**config.mk**
```make
export PLATFORM = sky130hd
export DESIGN_NAME = bullet_fire_sched
export DESIGN_NICKNAME = d
export VERILOG_FILES = /design/src/rtl/bullet_fire_sched_pkg.sv /design/src/rtl/rr_free_picker.sv /design/src/rtl/bullet_fire_sched.sv
export SDC_FILE = /design/constraint.sdc
export NUM_CORES = 1
export LEC_CHECK = 0
export CORE_MARGIN = 2
export CORE_UTILIZATION = 39
export CTS_CLUSTER_DIAMETER = 120
export DETAILED_ROUTE_END_ITERATION = 10
export GPL_ROUTABILITY_DRIVEN = 0
export PLACE_DENSITY = 0.52
export REMOVE_ABC_BUFFERS = 1
export SYNTH_ARGS = -nofsm -noshare
export SYNTH_HDL_FRONTEND = slang
export SYNTH_HIERARCHICAL = 1
export SYNTH_SLANG_ARGS = --single-unit
```
**constraint.sdc**
```tcl
create_clock -name clk_run -period 4.1 [get_ports clk_run]
set_input_delay 0.41 -clock clk_run [delete_from_list [all_inputs] [get_ports clk_run]]
set_output_delay 0.41 -clock clk_run [all_outputs]
set_load 0.01 [all_outputs]
```
**src/rtl/bullet_fire_sched_pkg.sv**
```systemverilog
// rtl/bullet_fire_sched_pkg.sv - shared constants, state encoding and helpers for the fire scheduler
package bullet_fire_sched_pkg;

    localparam int unsigned BULLET_NUM_DEF     = 8;
    localparam int unsigned BULLET_NUM_BIT_LEN = 3;
    localparam int unsigned CNT_MAX_SHOOT      = 25_000_000;
    localparam logic [31:0] DOUBLE_MODE_CYCLES = 32'd2_500_000_000;

    localparam logic BULLET_MODE_SINGLE = 1'b0;
    localparam logic BULLET_MODE_DOUBLE = 1'b1;

    typedef enum logic [1:0] {
        BFS_IDLE  = 2'd0,
        BFS_COUNT = 2'd1,
        BFS_FIRE  = 2'd2
    } bfs_state_e;

    // Next slot index with wrap from n-1 back to 0.
    function automatic int unsigned wrap_inc(input int unsigned idx, input int unsigned n);
        return (idx + 1 >= n) ? 0 : idx + 1;
    endfunction

endpackage

```
**src/rtl/rr_free_picker.sv**
```systemverilog
// rtl/rr_free_picker.sv - combinational round-robin pick of the lowest free slot at or after a pointer
module rr_free_picker
    import bullet_fire_sched_pkg::*;
#(
    parameter int unsigned BULLET_NUM = BULLET_NUM_DEF,
    parameter int unsigned IDX_W      = BULLET_NUM_BIT_LEN
) (
    input  logic [BULLET_NUM-1:0] free_i,
    input  logic [IDX_W-1:0]      rr_ptr_i,
    output logic                  any_free_o,
    output logic [IDX_W-1:0]      pick_idx_o
);

    logic             found_hi;
    logic [IDX_W-1:0] hi_idx;
    logic [IDX_W-1:0] lo_idx;

    // Scan downward so the last hit is the lowest index; keep separate winners above/below the pointer.
    always_comb begin
        found_hi = 1'b0;
        hi_idx   = '0;
        lo_idx   = '0;
        for (int i = int'(BULLET_NUM) - 1; i >= 0; i--) begin
            if (free_i[i]) begin
                lo_idx = IDX_W'(i);
                if (i >= int'(rr_ptr_i)) begin
                    hi_idx   = IDX_W'(i);
                    found_hi = 1'b1;
                end
            end
        end
        any_free_o = |free_i;
        pick_idx_o = found_hi ? hi_idx : lo_idx;
    end

endmodule

```
**src/rtl/bullet_fire_sched.sv**
```systemverilog
// rtl/bullet_fire_sched.sv - periodic bullet fire scheduler with round-robin slot pick and double-mode timer
module bullet_fire_sched
    import bullet_fire_sched_pkg::*;
#(
    parameter int unsigned BULLET_NUM    = BULLET_NUM_DEF,
    parameter int unsigned IDX_W         = BULLET_NUM_BIT_LEN,
    parameter int unsigned SHOOT_PERIOD  = CNT_MAX_SHOOT,
    parameter logic [31:0] DOUBLE_CYCLES = DOUBLE_MODE_CYCLES
) (
    input  logic                  clk_run,
    input  logic                  rst,
    input  logic                  run_i,
    input  logic                  powerup_i,
    input  logic [BULLET_NUM-1:0] slot_busy_i,
    output logic                  shoot_o,
    output logic [IDX_W-1:0]      shoot_idx_o,
    output logic                  shoot_mode_o,
    output logic                  double_active_o,
    output logic                  miss_o
);

    localparam int unsigned CNT_W    = (SHOOT_PERIOD > 1) ? $clog2(SHOOT_PERIOD) : 1;
    localparam logic [CNT_W-1:0] CNT_LAST = CNT_W'(SHOOT_PERIOD - 1);

    bfs_state_e            state_q;
    logic [CNT_W-1:0]      cnt_q;
    logic [IDX_W-1:0]      rr_ptr_q;
    logic [31:0]           timer_q;
    logic [31:0]           timer_d;
    logic                  shoot_q;
    logic [IDX_W-1:0]      idx_q;
    logic                  mode_q;
    logic                  active_q;
    logic                  miss_q;
    logic [BULLET_NUM-1:0] busy_meta_q;
    logic [BULLET_NUM-1:0] busy_sync_q;
    logic                  any_free;
    logic [IDX_W-1:0]      pick_idx;

    // Two-flop synchronizer per slot bit from the video clock domain.
    always_ff @(posedge clk_run or posedge rst) begin
        if (rst) begin
            busy_meta_q <= '0;
            busy_sync_q <= '0;
        end else begin
            busy_meta_q <= slot_busy_i;
            busy_sync_q <= busy_meta_q;
        end
    end

    rr_free_picker #(
        .BULLET_NUM (BULLET_NUM),
        .IDX_W      (IDX_W)
    ) u_picker (
        .free_i     (~busy_sync_q),
        .rr_ptr_i   (rr_ptr_q),
        .any_free_o (any_free),
        .pick_idx_o (pick_idx)
    );

    // Power-up timer: reload has priority over the final decrement; frozen while paused.
    always_comb begin
        timer_d = timer_q;
        if (powerup_i) begin
            timer_d = DOUBLE_CYCLES;
        end else if (run_i && (timer_q != 32'd0)) begin
            timer_d = timer_q - 32'd1;
        end
    end

    // Timer register and its registered non-zero flag.
    always_ff @(posedge clk_run or posedge rst) begin
        if (rst) begin
            timer_q  <= '0;
            active_q <= 1'b0;
        end else begin
            timer_q  <= timer_d;
            active_q <= (timer_d != 32'd0);
        end
    end

    // Fire FSM: period counter, attempt evaluation, slot/mode latch and single-cycle pulses.
    always_ff @(posedge clk_run or posedge rst) begin
        if (rst) begin
            state_q  <= BFS_IDLE;
            cnt_q    <= '0;
            rr_ptr_q <= '0;
            shoot_q  <= 1'b0;
            idx_q    <= '0;
            mode_q   <= BULLET_MODE_SINGLE;
            miss_q   <= 1'b0;
        end else begin
            shoot_q <= 1'b0;
            miss_q  <= 1'b0;
            case (state_q)
                BFS_IDLE, BFS_COUNT: begin
                    if (!run_i) begin
                        state_q <= BFS_IDLE;
                    end else if (cnt_q == CNT_LAST) begin
                        cnt_q <= '0;
                        if (any_free) begin
                            state_q  <= BFS_FIRE;
                            shoot_q  <= 1'b1;
                            idx_q    <= pick_idx;
                            mode_q   <= active_q ? BULLET_MODE_DOUBLE : BULLET_MODE_SINGLE;
                            rr_ptr_q <= IDX_W'(wrap_inc(32'(pick_idx), BULLET_NUM));
                        end else begin
                            state_q <= BFS_COUNT;
                            miss_q  <= 1'b1;
                        end
                    end else begin
                        state_q <= BFS_COUNT;
                        cnt_q   <= cnt_q + 1'b1;
                    end
                end
                BFS_FIRE: begin
                    if (run_i) begin
                        state_q <= BFS_COUNT;
                        cnt_q   <= cnt_q + 1'b1;
                    end else begin
                        state_q <= BFS_IDLE;
                    end
                end
                default: state_q <= BFS_IDLE;
            endcase
        end
    end

    assign shoot_o         = shoot_q;
    assign shoot_idx_o     = idx_q;
    assign shoot_mode_o    = mode_q;
    assign double_active_o = active_q;
    assign miss_o          = miss_q;

endmodule

```
---- Yosys cells after proc, flatten, opt, wreduce, memory -nomap -nowiden ----
Cells that the tools add are included.
storage, ports and cells
  memories ................................ 0
  bits in writable memories ............... 0
  register bits ........................... 85
  bits of input ports ..................... 12
  latch bits .............................. 0
  memory bits (read-only) ................. 0
  output and inout bits ................... 7
  word-level logic and storage cells ...... 96
cells by class
  order comparisons ....................... 8
  divide/modulo/power cells ............... 0
  $add $sub $neg .......................... 3
  equal/unequal tests ..................... 5
  reduce and logical (&&, ||, !) cells .... 9
  multiply operators ...................... 0
  bitwise gates (word level) .............. 1
  multiplexer cells ....................... 59
  shifts and indexed selects .............. 0
operators with widths
  operator                                              number
  two-way mux 25 bit                                    3
  two-way mux 3 bit                                     24
  two-way mux 32 bit                                    2
  nonzero test 32 bit                                   2
  case mux 25 bit (2 select lines)                      1
  subtractor 32 x 1 -> 32 bit (second input constant)   1
  adder 25 x 1 -> 25 bit (second input constant)        1
  equality test 25 bit (second input constant)          1
  two-way mux 1 bit                                     25
  >= comparator 3 bit (first input constant)            3
  NOT 8 bit                                             1
  OR reduction 8 bit                                    1
  >= comparator 1 x 3 -> 1 bit (first input constant)   2
  >= comparator 2 x 3 -> 1 bit (first input constant)   2
  two-way mux 2 bit                                     3
  adder 3 x 1 -> 4 bit (second input constant)          1
  >= comparator 4 bit (second input constant)           1
  != test 2 bit (second input constant)                 2
  case mux 2 bit (2 select lines)                       1
  AND reduction 4 bit                                   1
  AND reduction 3 bit                                   1
  equality test 2 x 1 -> 1 bit (second input constant)  1
  equality test 2 bit (second input constant)           1
  logical NOT 2 bit                                     1
  3 further kinds                                       3

---- Logic depth before layout (Yosys ltp) ----
  depth after elaboration ................. 20
  depth in mapped cells ................... 11
  gate-level depth less buffers ........... 11

---- Hierarchy ----
The synthesis kept the hierarchy.
modules (own cells, without submodules)
  module             seq. area each (um^2)  instances  cells each  area each (um^2)
  bullet_fire_sched  2102.0                 1          408         4038.9
  rr_free_picker     0.0                    1          45          265.3

---- Least setup slack after synthesis ----
No wires, ideal clock.
  path type ............................... reg2reg
  from .................................... register timer_q[10]
  to ...................................... register active_q (netlist: double_active_o)
  setup slack ............................. 1.501 ns
  setup time .............................. 0.136 ns
  clock period less this slack ............ 2.599 ns
  path buffers ............................ 0
  cell stages (with the launch flop) ...... 9
  required time ........................... 3.964 ns
  data arrival time ....................... 2.463 ns
  cells stage by stage .................... dfrtp_1 or4_4 or4_4 nor4_4 nor3_2 xnor2_2 nand4bb_1 nor4_2 nand4_1
between the ends
  cells in the longest elaborated chain, start to end .. 5
  elaborated cells on any way between the ends .. 6
  those cells by class .................... 1 x add/sub; 2 x mux; 3 x reduce/logical
ends and longest elaborated chain
  item                                                                                 line                     RTL
  from (decl)                                                                          bullet_fire_sched.sv:28  logic [31:0] timer_q;
  from (signal assigned)                                                               bullet_fire_sched.sv:77  timer_q <= timer_d;
  parallel branches: the longest is 2 deep, another holds subtractor 32 x 1 -> 32 bit  -
  two-way mux 32 bit *                                                                 bullet_fire_sched.sv:66  end else if (run_i && (timer_q != 32'd0)) begin
  two-way mux 32 bit *                                                                 bullet_fire_sched.sv:64  if (powerup_i) begin
  nonzero test 32 bit *                                                                bullet_fire_sched.sv:78  active_q <= (timer_d != 32'd0);
  to (signal assigned)                                                                 bullet_fire_sched.sv:78
  to (decl)                                                                            bullet_fire_sched.sv:33  logic active_q;
Every way passes the cells marked *.
A chain may end at the register's enable or synchronous reset.

---- Worst setup path after layout ----
  from .................................... register timer_q[15]
  to ...................................... register active_q (netlist: double_active_o)
The elaborated chain is that of the path after synthesis.

==> metrics.md <==
| Metric | Value |
|---|---|
| Chip Width | 109 um |
| Max Freq | 0.307 GHz |
| Status | completed |
| Wire length on met2 | 4.12 mm |
| First-pass GRT wire length | 15.8 mm |
| Critical path destination | double_active_o$_DFF_PP0_ |
| RR Endpoint | double_active_o$_DFF_PP0_ |
| Setup Crit Path Kind | flip-flop to flip-flop |
| CP endpoint kind | flip-flop |
| Critical path peak fanout | 11 |
| Initial core utilization | 0.399 |
| Setup Viol. Count Final | 0 |
| Final max-slew violation count | 0 |
| CTS HTree Levels | 3 |
| WL met1 | 4.62 mm |
| Post-CTS setup buffer count | 0 |
| Total congestion overflow | 0 |
| Leading area contributor after synthesis | dfrtp_1 |
| CTS tree | done |
| Post-CTS Resized | 0 |
| Clk buf depth | 2 |
| Initial drt markers | 175 |
| Sequential fraction of the synthesis area | 0.488 |
| Synth Area per Inst | 9.50 um^2 |
| Max Cap Viol | 0 |
| Post-synth EDFFs | 0 |
| RSZ-0062 raised after global routing | no |
| Final period util | 0.796 |
| Initial antenna violation count | 0 |
| Ports | 19 |
| Proportion of layout cells with a drive suffix above 1 | 0.0924 |
| R2R depth | 8 |
| Detail Route Antenna Nets | 0 |
| Die height | 109 um |
| Register clock-pin slew on the reported worst setup and hold paths | 90 ps |
| Vias in the first global route | 3178 |
| Main synth FF type | dfrtp_1 |
| Cts bufs inserted | 9 |
| Cell Pwr Density | 390 nW/um^2 |
| Slew headroom | 0.278 |
| Clock Latency Late Sink | 360 ps |
| Placeable Area | 10800 um^2 |
| Fin util | 0.454 |
| DRC viols | 0 |
| Core Rows | 38 |
| Worst Setup Start Kind | flip-flop |
| Synth unique cells | 64 |
| Die area | 11900 um^2 |
| Layout area overhead | 13.7% |
| Gr usage total | 0.171 |
| Yosys top cell area share | 0.488 |
| DR WL/cell | 15.0 um |
| Synth top cells by count | dfrtp_1 (84), nor2_1 (57), nand2_1 (49) |
| Met3 wire len | 348 um |
| Actual slew at the worst max-slew pin | 1070 ps |
| First-pass iteration count of the detailed router | 4 |
| Vias per inst | 5.40 |
| Largest net degree at the start of global routing | 46 |
| Yosys warnings | 6 |
| Routed WL | 9.21 mm |
| R2r startpoint | timer_q[15]$_DFF_PP0_ |
| ANT cells | 0 |
| Count leader, synth | dfrtp_1 |
| Clk_skew | 8.11 ps |
| Detailed placement HPWL | 6.57 mm |
| #FFs+latches synth | 84 |
| Clk sinks | 84 |
| Synth area leaders | dfrtp_1 (49%), xnor2_1 (5.5%), nor2_1 (5.0%) |
| Max Used Layer | met4 |
| FF-to-FF setup slack | 840 ps |
| DR vias | 3328 |
| Hold_buf cts | 0 |
| Crit path DAT | 3500 ps |
| WP data required | 4330 ps |
| Hold WC Path Type | flip-flop to flip-flop |
| Final Hold Viols | 0 |
| # port buffers | 18 |
| Post-route setup TNS | 0 ps |
| Mapped Area | 4300 um^2 |
| Synth Instances | 453 |
| Nets@finish | 487 |
| Tmin final | 3260 ps |
| Crit path launch | timer_q[15]$_DFF_PP0_ |
| CTS root buf | clkbuf_8 |
| Peak supply drop | 0.000184 V |
| Async S/R FF share, synth | 1.00 |
| LEAKAGE | 2.03 nW |
==> worst max-delay path, stage by stage (launching register included) <==
cell     delay (ps)
dfrtp_1         430
or3_1           460
nor4b_2         550
a41oi_1         620
nand2_1         380
xor2_1          230
nand4_1         150
nor4_2          200
nand4_1         120
==> worst min-delay path by stage <==
stage / from / slack (ps) / depth (start not counted) / end
floorplan: busy_meta_q[0]$_DFF_PP0_ / 330 / 0 / busy_sync_q[0]$_DFF_PP0_
global placement: busy_meta_q[7]$_DFF_PP0_ / 330 / 0 / busy_sync_q[7]$_DFF_PP0_
detailed placement: busy_meta_q[3]$_DFF_PP0_ / 330 / 0 / busy_sync_q[3]$_DFF_PP0_
CTS: busy_meta_q[3]$_DFF_PP0_ / 350 / 0 / busy_sync_q[3]$_DFF_PP0_
global route: busy_meta_q[0]$_DFF_PP0_ / 370 / 0 / busy_sync_q[0]$_DFF_PP0_
finish: busy_meta_q[2]$_DFF_PP0_ / 350 / 0 / busy_sync_q[2]$_DFF_PP0_
==> layout make-up <==
type	instances	area (um^2)
fill	1060	5900
sequential	84	2100
multi-input combinational	333	2060
timing repair buffer	21	203
tap	140	175
clock buffer	10	138
clock inverter	6	134
inverter	22	83.8
==> cells by family after synthesis <==
group,count (synthesis),synth area share
and+or+nand+nor,230,0.287
muxes,6,0.0154
buffers and inverters,36,0.0331
xor gates and xnor gates,43,0.0892
AOI/OAI and AO/OA,50,0.0750
DFF,84,0.488
adders and majority gates,4,0.0116
==> power by group <==
group / internal (W) / total, W / switching, W
clock: 0.000484 / 0.000785 / 0.000301
sequential: 0.000873 / 0.000920 / 0.0000473
combinational: 0.0000826 / 0.000202 / 0.000120
total: 0.00144 / 0.00191 / 0.000468
==> placed cells by master, fill, tap and decap left out, types with 6 or more instances in the layout <==
master / n
inv_1: 20
dfrtp_1: 84
xor2_1: 15
a21oi_1: 15
clkdlybuf4s50_1: 18
nand4_1: 11
or4_1: 6
and3_1: 6
nand3_1: 21
xnor2_1: 27
nor4_1: 18
nor2_1: 57
o21ai_0: 8
nand2_1: 49
nor3_1: 19
clkbuf_8: 10
==> per-stage QoR <==
| step | hold WS [ps] | power [W] | std cells | setup WS, ps | cell area, um^2 |
|---|---|---|---|---|---|
| CTS | 355 | 0.00193 | 616 | 850 | 4890 |
| finish | 352 | 0.00191 | 616 | 838 | 4890 |
| detailed placement | 335 | 0.00114 | 600 | 775 | 4620 |
| global placement | 333 | 0.00114 | 600 | 816 | 4620 |
| global route | 368 | 0.00201 | 616 | 574 | 4890 |
| floorplan | 331 | 0.00107 | 439 | 1480 | 4240 |
==> registers in the layout (all words and copies together), names as in the netlist <==
register / count
state_q: 1
rr_ptr_q: 3
shoot_mode_o: 1
shoot_o: 1
busy_meta_q: 8
double_active_o: 1
cnt_q: 25
timer_q: 32
shoot_idx_o: 3
miss_o: 1
busy_sync_q: 8
==> layer usage <==
| metal | vias up | GRT usage |
|---|---|---|
| met2 | 71 | 0.255 |
| met1 | 1613 | 0.247 |
| met5 | - | 0 |
| met4 | 0 | 0.0568 |
| li1 | 1632 | - |
| met3 | 12 | 0.0341 |
Power figures use the tool's default switching activity.
